[src/rtl/alu_arbiter.sv]
// Two-requester valid/ready arbiter in front of a shared ALU.
// Ports: clk, rst_n; req0_*/req1_* (valid, ready, a, b, op) requester channels;
//   alu_a/alu_b/alu_op registered ALU operands, alu_r/alu_flag ALU results;
//   resp_valid/resp_ready/resp_id/resp_r/resp_flag shared response channel.
// Option: define ALU_ARB_FIXED_PRI_EN for fixed priority (req0 wins),
//   otherwise round-robin between the two requesters.
module alu_arbiter #(
  parameter int WIDTH   = 32,
  parameter int ALU_LAT = 1
) (
  input  logic             clk,
  input  logic             rst_n,
  input  logic             req0_valid,
  output logic             req0_ready,
  input  logic [WIDTH-1:0] req0_a,
  input  logic [WIDTH-1:0] req0_b,
  input  logic [2:0]       req0_op,
  input  logic             req1_valid,
  output logic             req1_ready,
  input  logic [WIDTH-1:0] req1_a,
  input  logic [WIDTH-1:0] req1_b,
  input  logic [2:0]       req1_op,
  output logic [WIDTH-1:0] alu_a,
  output logic [WIDTH-1:0] alu_b,
  output logic [2:0]       alu_op,
  input  logic [WIDTH-1:0] alu_r,
  input  logic             alu_flag,
  output logic             resp_valid,
  input  logic             resp_ready,
  output logic             resp_id,
  output logic [WIDTH-1:0] resp_r,
  output logic             resp_flag
);

  typedef enum logic [1:0] {
    IDLE = 2'd0,
    BUSY = 2'd1,
    DONE = 2'd2
  } state_t;

  localparam logic [3:0] CNT_INIT = 4'(ALU_LAT - 1);

  state_t     state;
  state_t     state_nx;
  logic       grant;
  logic       accept;
  logic       cap;
  logic       owner;
  logic [3:0] cnt;

`ifdef ALU_ARB_FIXED_PRI_EN
  always_comb grant = ~req0_valid;
`else
  logic last_grant;

  // Contention goes to whoever was not served last.
  always_comb begin
    grant = 1'b0;
    unique case ({req1_valid, req0_valid})
      2'b11:   grant = ~last_grant;
      2'b10:   grant = 1'b1;
      default: grant = 1'b0;
    endcase
  end

  always_ff @(posedge clk or negedge rst_n) begin
    if (!rst_n)
      last_grant <= 1'b1;
    else if (accept)
      last_grant <= grant;
  end
`endif

  assign req0_ready = (state == IDLE) & ~grant & req0_valid;
  assign req1_ready = (state == IDLE) & grant & req1_valid;
  assign accept     = req0_ready | req1_ready;
  assign cap        = (state == BUSY) && (cnt == 4'd0);

  always_ff @(posedge clk or negedge rst_n) begin
    if (!rst_n)
      state <= IDLE;
    else
      state <= state_nx;
  end

  always_comb begin
    state_nx = state;
    unique case (state)
      IDLE:    if (accept) state_nx = BUSY;
      BUSY:    if (cap) state_nx = DONE;
      DONE:    if (resp_valid && resp_ready) state_nx = IDLE;
      default: state_nx = IDLE;
    endcase
  end

  always_ff @(posedge clk or negedge rst_n) begin
    if (!rst_n) begin
      alu_a      <= '0;
      alu_b      <= '0;
      alu_op     <= 3'b000;
      owner      <= 1'b0;
      cnt        <= 4'd0;
      resp_valid <= 1'b0;
      resp_id    <= 1'b0;
      resp_r     <= '0;
      resp_flag  <= 1'b0;
    end else begin
      if (accept) begin
        alu_a  <= grant ? req1_a : req0_a;
        alu_b  <= grant ? req1_b : req0_b;
        alu_op <= grant ? req1_op : req0_op;
        owner  <= grant;
        cnt    <= CNT_INIT;
      end
      if (state == BUSY) begin
        if (cap) begin
          resp_r     <= alu_r;
          resp_flag  <= alu_flag;
          resp_id    <= owner;
          resp_valid <= 1'b1;
        end else begin
          cnt <= cnt - 4'd1;
        end
      end
      if ((state == DONE) && resp_valid && resp_ready)
        resp_valid <= 1'b0;
    end
  end

endmodule

[config.mk]
export PLATFORM = sky130hd
export DESIGN_NAME = alu_arbiter
export DESIGN_NICKNAME = d
export VERILOG_FILES = /design/src/rtl/alu_arbiter.sv
export SDC_FILE = /design/constraint.sdc
export NUM_CORES = 1
export LEC_CHECK = 0
export ABC_CLOCK_PERIOD_IN_PS = 4050
export CORE_UTILIZATION = 44
export CTS_BUF_LIST = sky130_fd_sc_hd__clkbuf_8
export CTS_CLUSTER_DIAMETER = 60
export CTS_CLUSTER_SIZE = 30
export DETAILED_ROUTE_END_ITERATION = 7
export PLACE_DENSITY = 0.89
export SLEW_MARGIN = 20
export SYNTH_ARGS = -nofsm -noshare
export SYNTH_HDL_FRONTEND = slang
export SYNTH_SLANG_ARGS = --single-unit
[constraint.sdc]
create_clock -name clk -period 4.05 [get_ports clk]
set_input_delay 0.6075 -clock clk [delete_from_list [all_inputs] [get_ports clk]]
set_output_delay 0.6075 -clock clk [all_outputs]
set_load 0.1 [all_outputs]
### Word level (Yosys, flattened, before mapping)

Index checks and enable logic that the tools add are counted.

| storage, ports and cells | value |
|---|---|
| flip-flop bits (word level) | 110 |
| bits in latches | 0 |
| memory bits (writable) | 0 |
| memory bits (read-only) | 0 |
| output and inout bits | 104 |
| memories kept | 0 |

| operators by class | value |
|---|---|
| $add $sub $neg | 1 |
| multiply operators | 0 |
| div/mod/pow operators | 0 |
| order comparisons | 0 |
| equal/unequal tests | 7 |
| shift operators | 0 |
| mux-type cells | 14 |
| bitwise gates (word level) | 7 |
| reductions and logical operators | 11 |

Operator list:

| cell | number |
|---|---|
| $mux 32 | 2 |
| $mux 4 | 3 |
| $eq 2x2->1 const B | 3 |
| $mux 2 | 3 |
| $ne 2x2->1 const B | 3 |
| $pmux 2 s3 | 1 |
| $and 1x1->1 | 4 |
| $logic_and 1x1->1 | 4 |
| $logic_not 4->1 | 1 |
| $reduce_and 2->1 | 2 |
| $reduce_bool 2->1 | 2 |
| $sub 4x1->4 const B | 1 |
| $mux 1 | 3 |
| $mux 3 | 1 |
| $reduce_and 3->1 | 1 |
| $eq 2x1->1 const B | 1 |
| $logic_not 2->1 | 1 |
| $not 1->1 | 2 |
| $pmux 1 s2 | 1 |
| $or 1x1->1 | 1 |

### Depth between registers and ports, before layout

Gate-level depths: netlist (run 1).

| logic depth | value |
|---|---|
| depth after elaboration | 9 |
| mapped depth | 7 |
| mapped depth without buffers | 5 |

### Worst setup path after synthesis (run 1)

Ideal clock, no wire load.

| timing | value |
|---|---|
| kind | input to output |
| start | input port req1_valid |
| end | output port req1_ready |
| arrival | 2.471 ns |
| data required time | 3.442 ns |
| setup slack | 0.971 ns |
| stages | 5 |
| cell sequence | a21bo_1 > buf_6 > buf_6 > buf_6 > nor2_1 |

| between the ends | value |
|---|---|
| word-level cells in the longest chain between the ends | 4 |
| elaborated cells on any way between the ends | 5 |
| those cells by class | 2 x eq/ne; 1 x mux; 2 x bitwise |

Ends and longest elaborated chain:

| what | RTL line | text |
|---|---|---|
| start, declared | 18 | `input logic req1_valid,` |
| $eq 2x2->1 | 59 | `unique case ({req1_valid, req0_valid})` |
| $pmux 1 s2 | 59 |  |
| $and 1x1->1 | 75 | `assign req1_ready = (state == IDLE) & grant & req1_valid;` |
| $and 1x1->1 * | 75 |  |
| end, declared | 19 | `output logic req1_ready,` |

Every way passes the cells marked *; elsewhere a longest branch is shown, timed or not.

### Final worst setup path (run 1)

| timing | value |
|---|---|
| start | input port req0_valid |
| end | output port req0_ready |

| between the ends | value |
|---|---|
| word-level cells in the longest chain between the ends | 5 |
| elaborated cells on any way between the ends | 6 |
| those cells by class | 2 x eq/ne; 1 x mux; 3 x bitwise |

Ends and longest elaborated chain:

| what | RTL line | text |
|---|---|---|
| start, declared | 13 | `input logic req0_valid,` |
| $eq 2x2->1 | 59 |  |
| $pmux 1 s2 | 59 |  |
| $not 1->1 | 74 | `assign req0_ready = (state == IDLE) & ~grant & req0_valid;` |
| $and 1x1->1 | 74 |  |
| $and 1x1->1 * | 74 |  |
| end, declared | 14 | `output logic req0_ready,` |

Marks and branches as above.

==> results of run 1 <==
-- critical path: stages --
cell and delay, ps:
clkdlybuf4s50_1 560, a21bo_4 530, and3_1 270, buf_4 300
-- layout make-up --
class                   instances  area [µm²]  share of cell area, %
repair buffers                279        2790                   34.1
flip-flops and latches        110        2750                   33.6
multi-input cells             202        2230                   27.3
well taps                     143         179                   2.19
clock buffers                  10         138                   1.68
clock inverters                 5        76.3                  0.932
inverters                       5        18.8                  0.229
-- cells in the mapped netlist, types with 2 or more instances --
master    count  area (µm²)
mux2_2      140        1580
dfrtp_1     109        2730
mux2_4       28         420
buf_2         9        45.0
buf_6         7        78.8
inv_1         5        18.8
nand2_1       5        18.8
o21ai_0       4        20.0
buf_4         3        22.5
mux2i_1       3        30.0
nor2_1        3        11.3
a21oi_1       2        10.0
ha_1          2        25.0
nand3b_1      2        15.0
-- per-layer routing --
layer	part of all wire (%)	vias up	track usage [%]
met2	52	162	38.5
met1	38	1847	23.6
li1	-	1737	-
met5	0	-	0
met4	2.7	0	9.62
met3	7.6	29	4.35
-- worst max-delay path by stage --
stage	startpoint	to	slack, ps	cells past startpoint
final	req0_valid	req0_ready	1170	4
after global routing	req0_valid	req0_ready	1050	4
after CTS	req0_valid	req0_ready	1160	4
after detailed placement	req0_valid	alu_b[3]$_DFFE_PN0P_	1050	5
after global placement	req0_valid	alu_b[15]$_DFFE_PN0P_	1140	5
after floorplan	req1_valid	req1_ready	970	5
-- logic make-up (layout without fill, tap and decap cells) --
| kind of cell | after synthesis | in the layout | synth area share [%] |
|---|---|---|---|
| adders and majority gates | 2 | 2 | 0.487 |
| buffers and inverters | 24 | 299 | 3.21 |
| DFF | 110 | 110 | 53.6 |
| and+or+nand+nor | 17 | 17 | 1.75 |
| AOI/OAI and AO/OA | 12 | 12 | 1.53 |
| muxes | 171 | 171 | 39.4 |
-- sequential cells by signal, summed over array words and instances, names as in the netlist --
name and flops:
alu_a 32, alu_b 32, alu_op 3, cnt 4
last_grant 1, owner 1, resp_flag 1, resp_id 1
resp_r 32, resp_valid 1, state 2
-- through the flow --
step / util [%] / worst slack (ps)
floorplan: - / 971
global placement: 69.8 / 1140
detailed placement: 69.8 / 1050
CTS: 71.7 / 1160
global route: 71.7 / 1050
finish: 71.7 / 1170
==> metrics.csv, run 1 <==
stage;metric;value;unit
worst_hold_path;Hold WC Path Type;in -> async;
clocking;CTS tree;done;
floorplanning;die width;110;µm
floorplanning;Row Count;39;
sta;fmax;0.347;GHz
yosys;Syn. warnings;0;
yosys;syn_nets;510;
sta;Final Max Slew Viols;0;
worst_setup_path;worst endpoint data arrival time;2280;ps
placement;DP Cell Count;739;
final_layout;FILL cells;760;
worst_setup_path;Worst setup SP type;primary input;
placement;Post-DP HPWL;10300;µm
floorplanning;Vert. Die Dim;110;µm
yosys;sequential fraction of the synthesis area;53.6;%
clocking;CTS root buf;clkbuf_8;
grt;global-route wire length before repair;19300;µm
grt;number of global-route vias before repair;3962;
detailed_routing;Pre-antenna DRT Iters;4;
yosys;Post-synth EDFFs;0;
final_layout;Final nets;781;
sta;Final Hold Fails;0;
placement;port buffer count;275;
grt;Total GRT Usage;21.1;%
clocking;postcts setup bufs;0;
clocking;post_cts resized;0;
grt;largest net degree at the start of global routing;71;
sta;# setup viols final;0;
worst_setup_path;flop-to-flop setup slack;1540;ps
final_layout;Area growth syn-to-layout;59.3;%
sta;Setup TNS Final;0;ps
sta;minimum clock period;2880;ps
detailed_routing;drt total wl;13300;µm
grt;grt total ovfl;0;
yosys;Cell variety after synth;28;
detailed_routing;initial DRC count;146;
detailed_routing;Antenna Nets Post-Route;0;
sta;headroom to the max-slew limit;29.9;%
sta;crit share post-route;71.2;%
worst_setup_path;Req. time, crit path;3440;ps
job;Max-Cap Viols;0;
sta;clk_skew;8.95;ps
final_layout;most common cell after layout, fill and taps aside;clkdlybuf4s50_1;
clocking;worst-skew pair later-pin latency;360;ps
worst_setup_path;Crit. End Element;output pin;
clocking;clock slew at reported path FFs;100;ps
yosys;register bit total from synthesis;110;
floorplanning;initial core utilization;45.0;%
yosys;Main synth FF type;dfrtp_1;
run_status;status;complete, no violations;
detailed_routing;via/cell ratio;5.01;
sta;worst slew pin tran;1050;ps
floorplanning;I/O Pins;276;
yosys;Post-Synthesis Cells;336;
final_layout;diode count;0;
floorplanning;core area;11400;µm²
worst_setup_path;Worst R2R End;resp_r[22]$_DFFE_PN0P_;
sta;unrepaired setup endpoints after global routing;false;
worst_setup_path;R2R depth;5;
detailed_routing;DRC;0;
final_layout;layout cells sized above 1;31.6;%
clocking;clock buffer depth;2;
worst_setup_path;Crit Path Class;in -> out;
final_layout;final non-filler cell total;754;
clocking;hold-fix buffer count after cts;0;
placement;placed inst area;7970;µm²
clocking;number of CTS-inserted buffers;9;
worst_setup_path;Worst R2R Start;cnt[0]$_DFF_PN0_;
sta;final hold slack;356;ps
detailed_routing;average wire per standard cell;17.7;µm
yosys;syn avg cell area;15.3;µm²
yosys;Synth Cell Area;5140;µm²
detailed_routing;Vias;3775;
placement;RePlAce Congestion;0.820;
final_layout;most frequent cells in the layout;clkdlybuf4s50_1 (272), mux2_2 (140), dfrtp_1 (109);
floorplanning;Total Die Area;12100;µm²
clocking;H-tree depth;3;
final_layout;Finished Cell Area;8190;µm²
grt;initial antenna violation count;0;
clocking;clk sinks;110;
worst_setup_path;CP max FO;39;
yosys;FFs w/ async S/R, synth;100;%
Power of run 1 is not shown: default switching activity piles up to over one toggle a cycle in this logic, so the estimate is an artifact.
==> inputs of run 2 (changes only) <==
--- a/config.mk
+++ b/config.mk
@@ -5,13 +5,13 @@
 export SDC_FILE = /design/constraint.sdc
 export NUM_CORES = 1
 export LEC_CHECK = 0
-export ABC_CLOCK_PERIOD_IN_PS = 4050
-export CORE_UTILIZATION = 44
+export ABC_CLOCK_PERIOD_IN_PS = 2400
+export CORE_UTILIZATION = 37
 export CTS_BUF_LIST = sky130_fd_sc_hd__clkbuf_8
 export CTS_CLUSTER_DIAMETER = 60
 export CTS_CLUSTER_SIZE = 30
 export DETAILED_ROUTE_END_ITERATION = 7
-export PLACE_DENSITY = 0.89
+export PLACE_DENSITY = 0.8
 export SLEW_MARGIN = 20
 export SYNTH_ARGS = -nofsm -noshare
 export SYNTH_HDL_FRONTEND = slang
==> constraint.sdc (replaced) <==
create_clock -name clk -period 2.4 [get_ports clk]
set_input_delay 0.36 -clock clk [delete_from_list [all_inputs] [get_ports clk]]
set_output_delay 0.36 -clock clk [all_outputs]
set_load 0.1 [all_outputs]
==> run 2 against run 1 <==
Compared with the run above:
- utilization shrank 11 points
- cell area shrank 0.87%
- cell count grew 5.3%
- critical path type is now reg -> reg
- largest cell class is now sequential cells
==> metrics.csv, run 2 (same netlist as run 1, synthesis figures left out) <==
stage;metric;value;unit
worst_hold_path;Hold WC Path Type;reg -> reg;
sta;crit share post-route;87.8;%
placement;port buffer count;275;
sta;Final Max Slew Viols;0;
final_layout;Largest regs;alu_a (32), alu_b (32), resp_r (32);
worst_setup_path;worst endpoint data arrival time;2370;ps
placement;pre-CTS WS;195;ps
sta;final hold slack;488;ps
sta;worst slew pin tran;769;ps
floorplanning;Total Die Area;14400;µm²
sta;minimum clock period;2110;ps
final_layout;Area growth syn-to-layout;57.9;%
grt;largest net degree at the start of global routing;51;
final_layout;diode count;0;
job;Max-Cap Viols;0;
grt;initial antenna violation count;0;
floorplanning;Row Count;42;
detailed_routing;Antenna Nets Post-Route;0;
sta;# setup viols final;0;
worst_hold_path;Worst Hold Launch;owner$_DFFE_PN0P_;
final_layout;FILL cells;1055;
clocking;worst-skew pair later-pin latency;370;ps
floorplanning;die width;120;µm
detailed_routing;drt total wl;12900;µm
final_layout;Multi-input gate area;2240;µm²
sta;headroom to the max-slew limit;48.1;%
sta;unrepaired setup endpoints after global routing;false;
run_status;status;complete, no violations;
detailed_routing;DRC;0;
grt;number of global-route vias before repair;4037;
worst_setup_path;CP max FO;36;
clocking;number of CTS-inserted buffers;9;
sta;Setup TNS Final;0;ps
detailed_routing;initial DRC count;104;
clocking;H-tree depth;3;
final_layout;Final nets;787;
clocking;clock slew at reported path FFs;100;ps
floorplanning;core area;13400;µm²
final_layout;most frequent cells in the layout;clkdlybuf4s50_1 (170), mux2_2 (140), dfrtp_1 (109);
detailed_routing;via/cell ratio;4.77;
final_layout;total area of sequential cells;2750;µm²
floorplanning;Vert. Die Dim;120;µm
worst_setup_path;Worst setup SP type;flop;
final_layout;final non-filler cell total;794;
placement;Post-DP HPWL;10000;µm
sta;Final Hold Fails;0;
clocking;CTS root buf;clkbuf_8;
sta;setup ws final;293;ps
detailed_routing;Pre-antenna DRT Iters;5;
final_layout;most common cell after layout, fill and taps aside;clkdlybuf4s50_1;
sta;clk_skew;12.8;ps
floorplanning;initial core utilization;38.4;%
floorplanning;I/O Pins;276;
clocking;clk sinks;110;
worst_setup_path;Worst setup startpoint;cnt[0]$_DFF_PN0_;
detailed_routing;average wire per standard cell;16.3;µm
detailed_routing;Vias;3785;
grt;global-route wire length before repair;20500;µm
placement;RePlAce Congestion;0.778;
worst_setup_path;Worst R2R Start;cnt[0]$_DFF_PN0_;
clocking;CTS tree;done;
sta;fmax;0.475;GHz
worst_setup_path;Crit Path Class;reg -> reg;
clocking;clock buffer depth;2;
placement;DP Cell Count;777;
worst_setup_path;Crit. End Element;flop;
final_layout;layout cells sized above 1;49.2;%
worst_setup_path;Req. time, crit path;2660;ps
grt;Total GRT Usage;18.5;%
grt;grt total ovfl;0;
==> run 2: routing by layer <==
layer | GRT usage (%) | wire length (µm) | vias up | part of all wire [%]
li1 | - | - | 1752 | -
met1 | 21.1 | 5000 | 1846 | 39
met2 | 33.8 | 6790 | 171 | 53
met3 | 3.66 | 899 | 16 | 7.0
met4 | 6.88 | 219 | 0 | 1.7
met5 | 0 | 0 | - | 0
==> run 2: what timing repair did <==
| action | 4_1_cts | 5_1_grt |
|---|---|---|
| hold buffers | 1 | 0 |
| buffers inserted | 0 | 0 |
| gates resized for setup | 0 | 0 |
| endpoints found under the hold margin | 42 | 0 |
| endpoints found under the setup margin | 0 | 0 |
==> run 2: final cells by class <==
class                      instances  area share [%]
clock inverter                     7            1.48
clock buffer                       9            1.53
inverter                           5           0.231
multi-input combinational        202            27.6
sequential                       110            33.9
tap                              176            2.71
timing repair buffer             285            32.6
==> run 2: path summary, 6_finish.rpt <==
kind                                               end  slack (ps)  depth (start not counted)
worst min-delay path                 owner$_DFFE_PN0P_         490                          1
worst max-delay path            resp_r[29]$_DFFE_PN0P_         290                          6
max in group asynchronous         alu_b[2]$_DFFE_PN0P_        1200                          3
min in group asynchronous        resp_r[0]$_DFFE_PN0P_         500                          2
worst min register to register       owner$_DFFE_PN0P_         490                          1
worst max register to register  resp_r[29]$_DFFE_PN0P_         290                          6
==> run 2: critical path, stage by stage, from the launching register on <==
cell and delay, ps:
dfrtp_1 420, inv_1 100, ha_1 180, inv_1 70, or4_2 650, buf_12 230, mux2_4 320
==> run 2: metrics by stage <==
step | utilization (%) | area [µm²]
2_1_floorplan | - | 5140
6_report | 60.6 | 8120
4_1_cts | 60.6 | 8120
3_5_place_dp | 58.7 | 7860
3_3_place_gp | 58.7 | 7860
5_1_grt | 60.6 | 8120
Power of run 2 is left out for the same reason.
